$ cat config.mk
export PLATFORM = sky130hd
export DESIGN_NAME = c2c_master_arbiter_flat
export DESIGN_NICKNAME = d
export VERILOG_FILES = /design/src/rtl/c2c_master_arbiter_if.sv /design/src/rtl/c2c_master_arbiter.sv /design/src/flat_wrapper.sv
export SDC_FILE = /design/constraint.sdc
export NUM_CORES = 1
export LEC_CHECK = 0
export BUFFER_PORTS_ARGS = -buffer_cell sky130_fd_sc_hd__clkbuf_2
export CAP_MARGIN = 5
export CORE_MARGIN = 2
export CORE_UTILIZATION = 45
export DETAILED_ROUTE_END_ITERATION = 10
export SYNTH_ARGS = -nofsm -noshare
export SYNTH_HDL_FRONTEND = slang
export SYNTH_SLANG_ARGS = --single-unit
export TNS_END_PERCENT = 1
$ cat constraint.sdc
create_clock -name clk -period 4.6 [get_ports clk]
set_input_delay 0.23 -clock clk [delete_from_list [all_inputs] [get_ports clk]]
set_output_delay 0.23 -clock clk [all_outputs]
set_load 0.02 [all_outputs]
$ cat src/rtl/c2c_master_arbiter_if.sv
`default_nettype none
// ============================================================================
// Module   : c2c_master_arbiter_if
// Brief    : chip2chip request/ack/valid link bundle (master and slave views)
// Revision : 1.0
// ============================================================================
interface c2c_master_arbiter_if #(
    parameter int DATA_W = 3
);
    logic              link_request;
    logic              link_ack;
    logic [DATA_W-1:0] link_data;
    logic              link_valid;

    modport master (
        output link_request,
        output link_data,
        output link_valid,
        input  link_ack
    );

    modport slave (
        input  link_request,
        input  link_data,
        input  link_valid,
        output link_ack
    );
endinterface
`default_nettype wire

$ cat src/rtl/c2c_master_arbiter.sv
`default_nettype none
// ============================================================================
// Module   : c2c_master_arbiter
// Brief    : round-robin master-side controller for the chip2chip link
// Revision : 1.0
// ============================================================================
module c2c_master_arbiter #(
    parameter int NUM_REQ     = 4,
    parameter int DATA_W      = 3,
    parameter int VALID_HOLD  = 4,
    parameter int ACK_TIMEOUT = 200000000
) (
    input  wire logic                        clk,
    input  wire logic                        rst,
    input  wire logic [NUM_REQ-1:0]          req,
    input  wire logic [NUM_REQ*DATA_W-1:0]   req_data,
    output logic      [NUM_REQ-1:0]          grant,
    output logic      [NUM_REQ-1:0]          done,
    output logic      [NUM_REQ-1:0]          err,
    output logic                             busy,
    c2c_master_arbiter_if.master             link
);

    localparam int c_IDX_W = $clog2(NUM_REQ);
    localparam int c_CNT_A = $clog2(ACK_TIMEOUT);
    localparam int c_CNT_V = $clog2(VALID_HOLD);
    localparam int c_CNT_W = (c_CNT_A > c_CNT_V) ? ((c_CNT_A > 1) ? c_CNT_A : 1)
                                                 : ((c_CNT_V > 1) ? c_CNT_V : 1);

    localparam logic [c_CNT_W-1:0] c_TO_LAST   = c_CNT_W'(ACK_TIMEOUT - 1);
    localparam logic [c_CNT_W-1:0] c_HOLD_LAST = c_CNT_W'(VALID_HOLD - 1);

    localparam logic [1:0] c_IDLE    = 2'd0;
    localparam logic [1:0] c_REQ     = 2'd1;
    localparam logic [1:0] c_SEND    = 2'd2;
    localparam logic [1:0] c_RELEASE = 2'd3;

    logic [1:0]          r_state;
    logic [1:0]          w_state_nxt;
    logic                r_ack_meta;
    logic                r_ack_s;
    logic [c_CNT_W-1:0]  r_cnt;
    logic [c_IDX_W-1:0]  r_rr_last;
    logic [c_IDX_W-1:0]  r_winner;
    logic [DATA_W-1:0]   r_data;

    logic [NUM_REQ-1:0]  r_grant, r_done, r_err;
    logic                r_busy, r_link_request, r_link_valid;
    logic [DATA_W-1:0]   r_link_data;

    logic [NUM_REQ-1:0]  w_grant_nxt, w_done_nxt, w_err_nxt;
    logic                w_link_request_nxt, w_link_valid_nxt;
    logic [DATA_W-1:0]   w_link_data_nxt;

    logic                w_any;
    logic [c_IDX_W-1:0]  w_win;
    logic [DATA_W-1:0]   w_win_data;
    logic [NUM_REQ-1:0]  w_win_onehot;
    logic [NUM_REQ-1:0]  w_cur_onehot;
    logic                w_to_hit;
    logic                w_hold_hit;

    assign grant             = r_grant;
    assign done              = r_done;
    assign err               = r_err;
    assign busy              = r_busy;
    assign link.link_request = r_link_request;
    assign link.link_valid   = r_link_valid;
    assign link.link_data    = r_link_data;

    assign w_to_hit     = (r_cnt == c_TO_LAST);
    assign w_hold_hit   = (r_cnt == c_HOLD_LAST);
    assign w_win_onehot = NUM_REQ'(1) << w_win;
    assign w_cur_onehot = NUM_REQ'(1) << r_winner;

    // Scan from the requester after the last winner, wrapping once around.
    always_comb begin
        int w_idx;
        w_idx      = 0;
        w_any      = 1'b0;
        w_win      = r_rr_last;
        w_win_data = '0;
        for (int i = 1; i <= NUM_REQ; i++) begin
            w_idx = int'(r_rr_last) + i;
            if (w_idx >= NUM_REQ) w_idx = w_idx - NUM_REQ;
            if (!w_any && req[w_idx]) begin
                w_any = 1'b1;
                w_win = c_IDX_W'(w_idx);
            end
        end
        for (int i = 0; i < NUM_REQ; i++) begin
            if (w_win == c_IDX_W'(i)) w_win_data = req_data[i*DATA_W +: DATA_W];
        end
    end

    always_ff @(posedge clk or posedge rst) begin
        if (rst) begin
            r_ack_meta <= 1'b0;
            r_ack_s    <= 1'b0;
        end else begin
            r_ack_meta <= link.link_ack;
            r_ack_s    <= r_ack_meta;
        end
    end

    always_ff @(posedge clk or posedge rst) begin
        if (rst) r_state <= c_IDLE;
        else     r_state <= w_state_nxt;
    end

    // Ack wins over the timeout when both occur on the same cycle.
    always_comb begin
        w_state_nxt = r_state;
        case (r_state)
            c_IDLE:    if (w_any) w_state_nxt = c_REQ;
            c_REQ: begin
                if (r_ack_s)       w_state_nxt = c_SEND;
                else if (w_to_hit) w_state_nxt = c_IDLE;
            end
            c_SEND:    if (w_hold_hit) w_state_nxt = c_RELEASE;
            c_RELEASE: if (!r_ack_s)   w_state_nxt = c_IDLE;
            default:   w_state_nxt = c_IDLE;
        endcase
    end

    always_comb begin
        w_grant_nxt        = r_grant;
        w_done_nxt         = '0;
        w_err_nxt          = '0;
        w_link_request_nxt = r_link_request;
        w_link_valid_nxt   = r_link_valid;
        w_link_data_nxt    = r_link_data;
        case (r_state)
            c_IDLE: begin
                w_grant_nxt        = w_any ? w_win_onehot : '0;
                w_link_request_nxt = w_any;
            end
            c_REQ: begin
                if (r_ack_s) begin
                    w_link_request_nxt = 1'b0;
                    w_link_valid_nxt   = 1'b1;
                    w_link_data_nxt    = r_data;
                end else if (w_to_hit) begin
                    w_err_nxt          = w_cur_onehot;
                    w_grant_nxt        = '0;
                    w_link_request_nxt = 1'b0;
                end
            end
            c_SEND: begin
                if (w_hold_hit) begin
                    w_link_valid_nxt = 1'b0;
                    w_link_data_nxt  = '0;
                end
            end
            c_RELEASE: begin
                if (!r_ack_s) begin
                    w_done_nxt  = w_cur_onehot;
                    w_grant_nxt = '0;
                end
            end
            default: begin
                w_grant_nxt        = '0;
                w_link_request_nxt = 1'b0;
                w_link_valid_nxt   = 1'b0;
                w_link_data_nxt    = '0;
            end
        endcase
    end

    always_ff @(posedge clk or posedge rst) begin
        if (rst) begin
            r_grant        <= '0;
            r_done         <= '0;
            r_err          <= '0;
            r_busy         <= 1'b0;
            r_link_request <= 1'b0;
            r_link_valid   <= 1'b0;
            r_link_data    <= '0;
            r_cnt          <= '0;
            r_rr_last      <= c_IDX_W'(NUM_REQ - 1);
            r_winner       <= '0;
            r_data         <= '0;
        end else begin
            r_grant        <= w_grant_nxt;
            r_done         <= w_done_nxt;
            r_err          <= w_err_nxt;
            r_busy         <= (w_state_nxt != c_IDLE);
            r_link_request <= w_link_request_nxt;
            r_link_valid   <= w_link_valid_nxt;
            r_link_data    <= w_link_data_nxt;
            // Counter only runs while staying in a timed state, so it never wraps.
            if ((w_state_nxt == r_state) && ((r_state == c_REQ) || (r_state == c_SEND)))
                r_cnt <= r_cnt + 1'b1;
            else
                r_cnt <= '0;
            if ((r_state == c_IDLE) && w_any) begin
                r_winner  <= w_win;
                r_rr_last <= w_win;
                r_data    <= w_win_data;
            end
        end
    end

endmodule
`default_nettype wire
$ cat src/flat_wrapper.sv
// flat-port wrapper written by rule: the top's interface ports become plain ports
module c2c_master_arbiter_flat 
#(
    parameter int NUM_REQ     = 4,
    parameter int DATA_W      = 3,
    parameter int VALID_HOLD  = 4,
    parameter int ACK_TIMEOUT = 200000000
)
  (clk, rst, req, req_data, grant, done, err, busy, link_link_request, link_link_data, link_link_valid, link_link_ack);
  c2c_master_arbiter_if #(.DATA_W(DATA_W)) link_i ();
  input  wire logic clk;
  input  wire logic rst;
  input  wire logic [NUM_REQ-1:0] req;
  input  wire logic [NUM_REQ*DATA_W-1:0] req_data;
  output logic      [NUM_REQ-1:0] grant;
  output logic      [NUM_REQ-1:0] done;
  output logic      [NUM_REQ-1:0] err;
  output logic busy;
  output wire logic [$bits(link_i.link_request)-1:0] link_link_request;
  output wire logic [$bits(link_i.link_data)-1:0] link_link_data;
  output wire logic [$bits(link_i.link_valid)-1:0] link_link_valid;
  input wire logic [$bits(link_i.link_ack)-1:0] link_link_ack;
  assign link_link_request = link_i.link_request;
  assign link_link_data = link_i.link_data;
  assign link_link_valid = link_i.link_valid;
  assign link_i.link_ack = link_link_ack;
  c2c_master_arbiter #(.NUM_REQ(NUM_REQ), .DATA_W(DATA_W), .VALID_HOLD(VALID_HOLD), .ACK_TIMEOUT(ACK_TIMEOUT)) u_core (.clk(clk), .rst(rst), .req(req), .req_data(req_data), .grant(grant), .done(done), .err(err), .busy(busy), .link(link_i));
endmodule
==> run metrics <==
status completed; I/O Pins 37; TritonCTS Buffers 9; synthesized flop and latch total 57; Reg power frac 0.399; Buffers on Ports 36; P_leak between 0.0015 and 0.002 uW; PwrDens between 500 and 600 nW/um^2; endpoints failing setup 0; first-pass GRT wire length approximately 10 mm; asr flop ratio synth 1.000; initial antenna violation count 0; cts repair resizes 0; placed insts 395; Detailed Route WL ~5.7 mm; GPL Wtd Cong 0.7931; clk_skew 0.01067 ns; H-tree depth 3; worst hold path class primary input to async pin; ys flop type dfrtp_1; maximum vdd drop 0.0002719 V; internal power 1021 uW; vias around 2200; Post-Syn Nets 311; post-synthesis sequential area ratio 0.4974; Slowest-stage cell, CP or4b_2; crit path max fanout 28; TritonRoute pass-1 iters 4; CTS Root Cell clkbuf_8; remaining antenna violation count after routing 0; clock share of power 0.224; highest metal used met4; Crit path top cell by count or4_4; final hold violation count 0; Antenna Cells 0; met2 wire len 2.500 mm; hold-fix buffer count after cts 1; Worst-Margin Slew roughly 0.77 ns; Worst-Skew Late Latency 0.32 ns; DR DRC count 0; starting density of the core 0.4576; Cells after Synth 287; net switching fraction of the power 0.3978; Die W 83.90 um; crit-path leading delay family simple AND/OR/NAND/NOR gates; commonest non-fill, non-tap cell in the layout dfrtp_1; P&R area growth vs syn 14.42%; Distinct cells, synth 45; CP required roughly 4.8 ns; RSZ-0062 raised after global routing no; Max Cap Viol 0; number of setup buffers added after CTS 0; final critical-path required period 2.817 ns; CTS sink count 57; die area 7039 sq um; Total Neg Setup Slack 0 ns; CP arrival 2.98 ns; worst path cell trace ha_1 -> or4b_2 -> or4_4 -> or4_4 -> o211ai_4 -> nor2_1; share of cells above drive strength 1 0.1821; CTS max path bufs 2; Iter 0 DRT Violations 101; Max Clk Rate ~350 MHz; Core Region 6277 sq um; CP Capture Type flip-flop; die height 83.90 um; Worst Path Buf+Inv 0; CTS tree yes; GRT Util Overall 0.1716; largest net degree at the start of global routing 58; EDFF count, synth 0; wire per inst 13.93 um; period utilization 0.6124; met3 wire length 157 um; grt total ovfl 0; vias in the first global route 2061; Gate power share 0.377; synthesized cell area 2873 sq um; CP max stage delay 0.60 ns; Met1 Routed Length around 3.0 mm; max-slew violations 0; fin nets 354; non-filler cells, final 412; relative slew slack 0.4851; worst setup path class flip-flop to flip-flop; average size of a mapped cell about 10 sq um; startpoint types flip-flop; Reg clk slew, reported paths 0.06 ns; synth warn 0; commonest cells after routing, fill and taps aside 55 x dfrtp_1, 41 x nor2_1, 36 x clkbuf_2; Rows 29; NetSw 674.3 uW; DP HPWL between 4 and 5 mm; vias per std cell 5.393
## per-layer routing
layer  vias to the layer above  GRT usage
li1                       1120          -
met1                      1063     0.2567
met2                        29     0.2400
met3                        10    0.03561
met4                         0    0.07331
met5                         -          0
## worst register-to-register path: cells and delay by family, from the launching register on
family | cells | cell delay (ns)
and+or+nand+nor | 4 | 1.71
DFF | 1 | 0.38
AOI/OAI and AO/OA | 1 | 0.33
adders and majority gates | 1 | 0.24
## registers in the layout, summed over array words and instances (netlist names)
signal,flops
u_core.link.link_request,1
u_core.r_rr_last,2
u_core.err,4
u_core.done,4
u_core.grant,4
u_core.busy,1
u_core.r_ack_s,1
u_core.link.link_data,3
u_core.r_cnt,28
u_core.link.link_valid,1
u_core.r_winner,2
u_core.r_state,2
u_core.r_data,3
u_core.r_ack_meta,1
## worst paths after layout
path / from / to / slack [ns] / depth (start not counted)
setup / recovery: u_core.r_cnt[0]$_DFF_PP0_ / u_core.r_cnt[26]$_DFF_PP0_ / 1.78 / 6
hold / removal: rst / u_core.done[3]$_DFF_PP0_ / 0.09 / 3
hold reg to reg: u_core.r_ack_meta$_DFF_PP0_ / u_core.r_ack_s$_DFF_PP0_ / 0.35 / 0
max in group asynchronous: rst / u_core.r_cnt[20]$_DFF_PP0_ / 4.03 / 3
setup reg to reg: u_core.r_cnt[0]$_DFF_PP0_ / u_core.r_cnt[26]$_DFF_PP0_ / 1.78 / 6
min in group clk: req_data[5] / u_core.r_data[2]$_DFFE_PP0P_ / 0.22 / 3
## cell usage after synthesis (all sizes together) (3+ instances only)
master,number,area [sq um]
mux2i,4,40.04
nand4,14,87.58
nand2,22,82.58
clkbuf,5,18.77
nor4,6,37.54
a21o,4,30.03
o21ai,7,35.03
nor3,6,30.03
a21oi,4,20.02
nand3,16,80.08
and4,4,35.03
o211ai,5,51.30
or4,6,52.55
a22o,3,26.28
o31ai,3,22.52
ha,5,62.56
nor3b,3,22.52
a211o,3,26.28
nor2,41,153.9
buf,4,38.78
xor2,20,175.2
nand2b,5,31.28
and3,5,31.28
inv,8,30.03
dfrtp,55,1376
xnor2,7,61.31
## area by class of cell
class	instances	area, sq um
multi-input cells	213	1356
repair buffers	41	220.2
clock inverters	4	20.02
inverters	8	30.03
clock buffers	12	135.1
flip-flops and latches	57	1429
well taps	77	96.34
fillers	599	2990
## stage by stage
| step | power [uW] | instance area [sq um] | worst slack (ns) | hold slack [ns] | utilization |
|---|---|---|---|---|---|
| finish | 1695 | 3287 | 1.783 | 0.08840 | 0.5236 |
| global route | 1812 | 3287 | 1.627 | 0.1575 | 0.5236 |
| CTS | 1715 | 3287 | 1.758 | 0.1172 | 0.5236 |
| floorplan | 1189 | 2873 | 2.017 | 0.2614 | - |
| global placement | 1320 | 3122 | 1.832 | 0.3357 | 0.4973 |
| detailed placement | 1330 | 3122 | 1.776 | 0.3347 | 0.4973 |
## power groups by stage
stage / clock [uW] / sequential, uW / combinational, uW
after floorplan: 0 / 712 / 477
after global placement: 0 / 682 / 638
after detailed placement: 0 / 685 / 644
after CTS: 391 / 676 / 649
after global routing: 415 / 688 / 710
final: 380 / 676 / 638
## cell families (layout without fill, tap and decap cells)
kind of cell,after synthesis,after routing,share of synthesized area
flip-flops,57,57,0.4974
XOR/XNOR,27,27,0.08232
adder cells (fa/ha/maj),5,5,0.02178
AO/OA/AOI/OAI,39,39,0.1032
buffers and inverters,17,65,0.03049
multiplexers,4,4,0.01394
AND/OR/NAND/NOR,138,138,0.2509
Power figures use the tool's default switching activity.
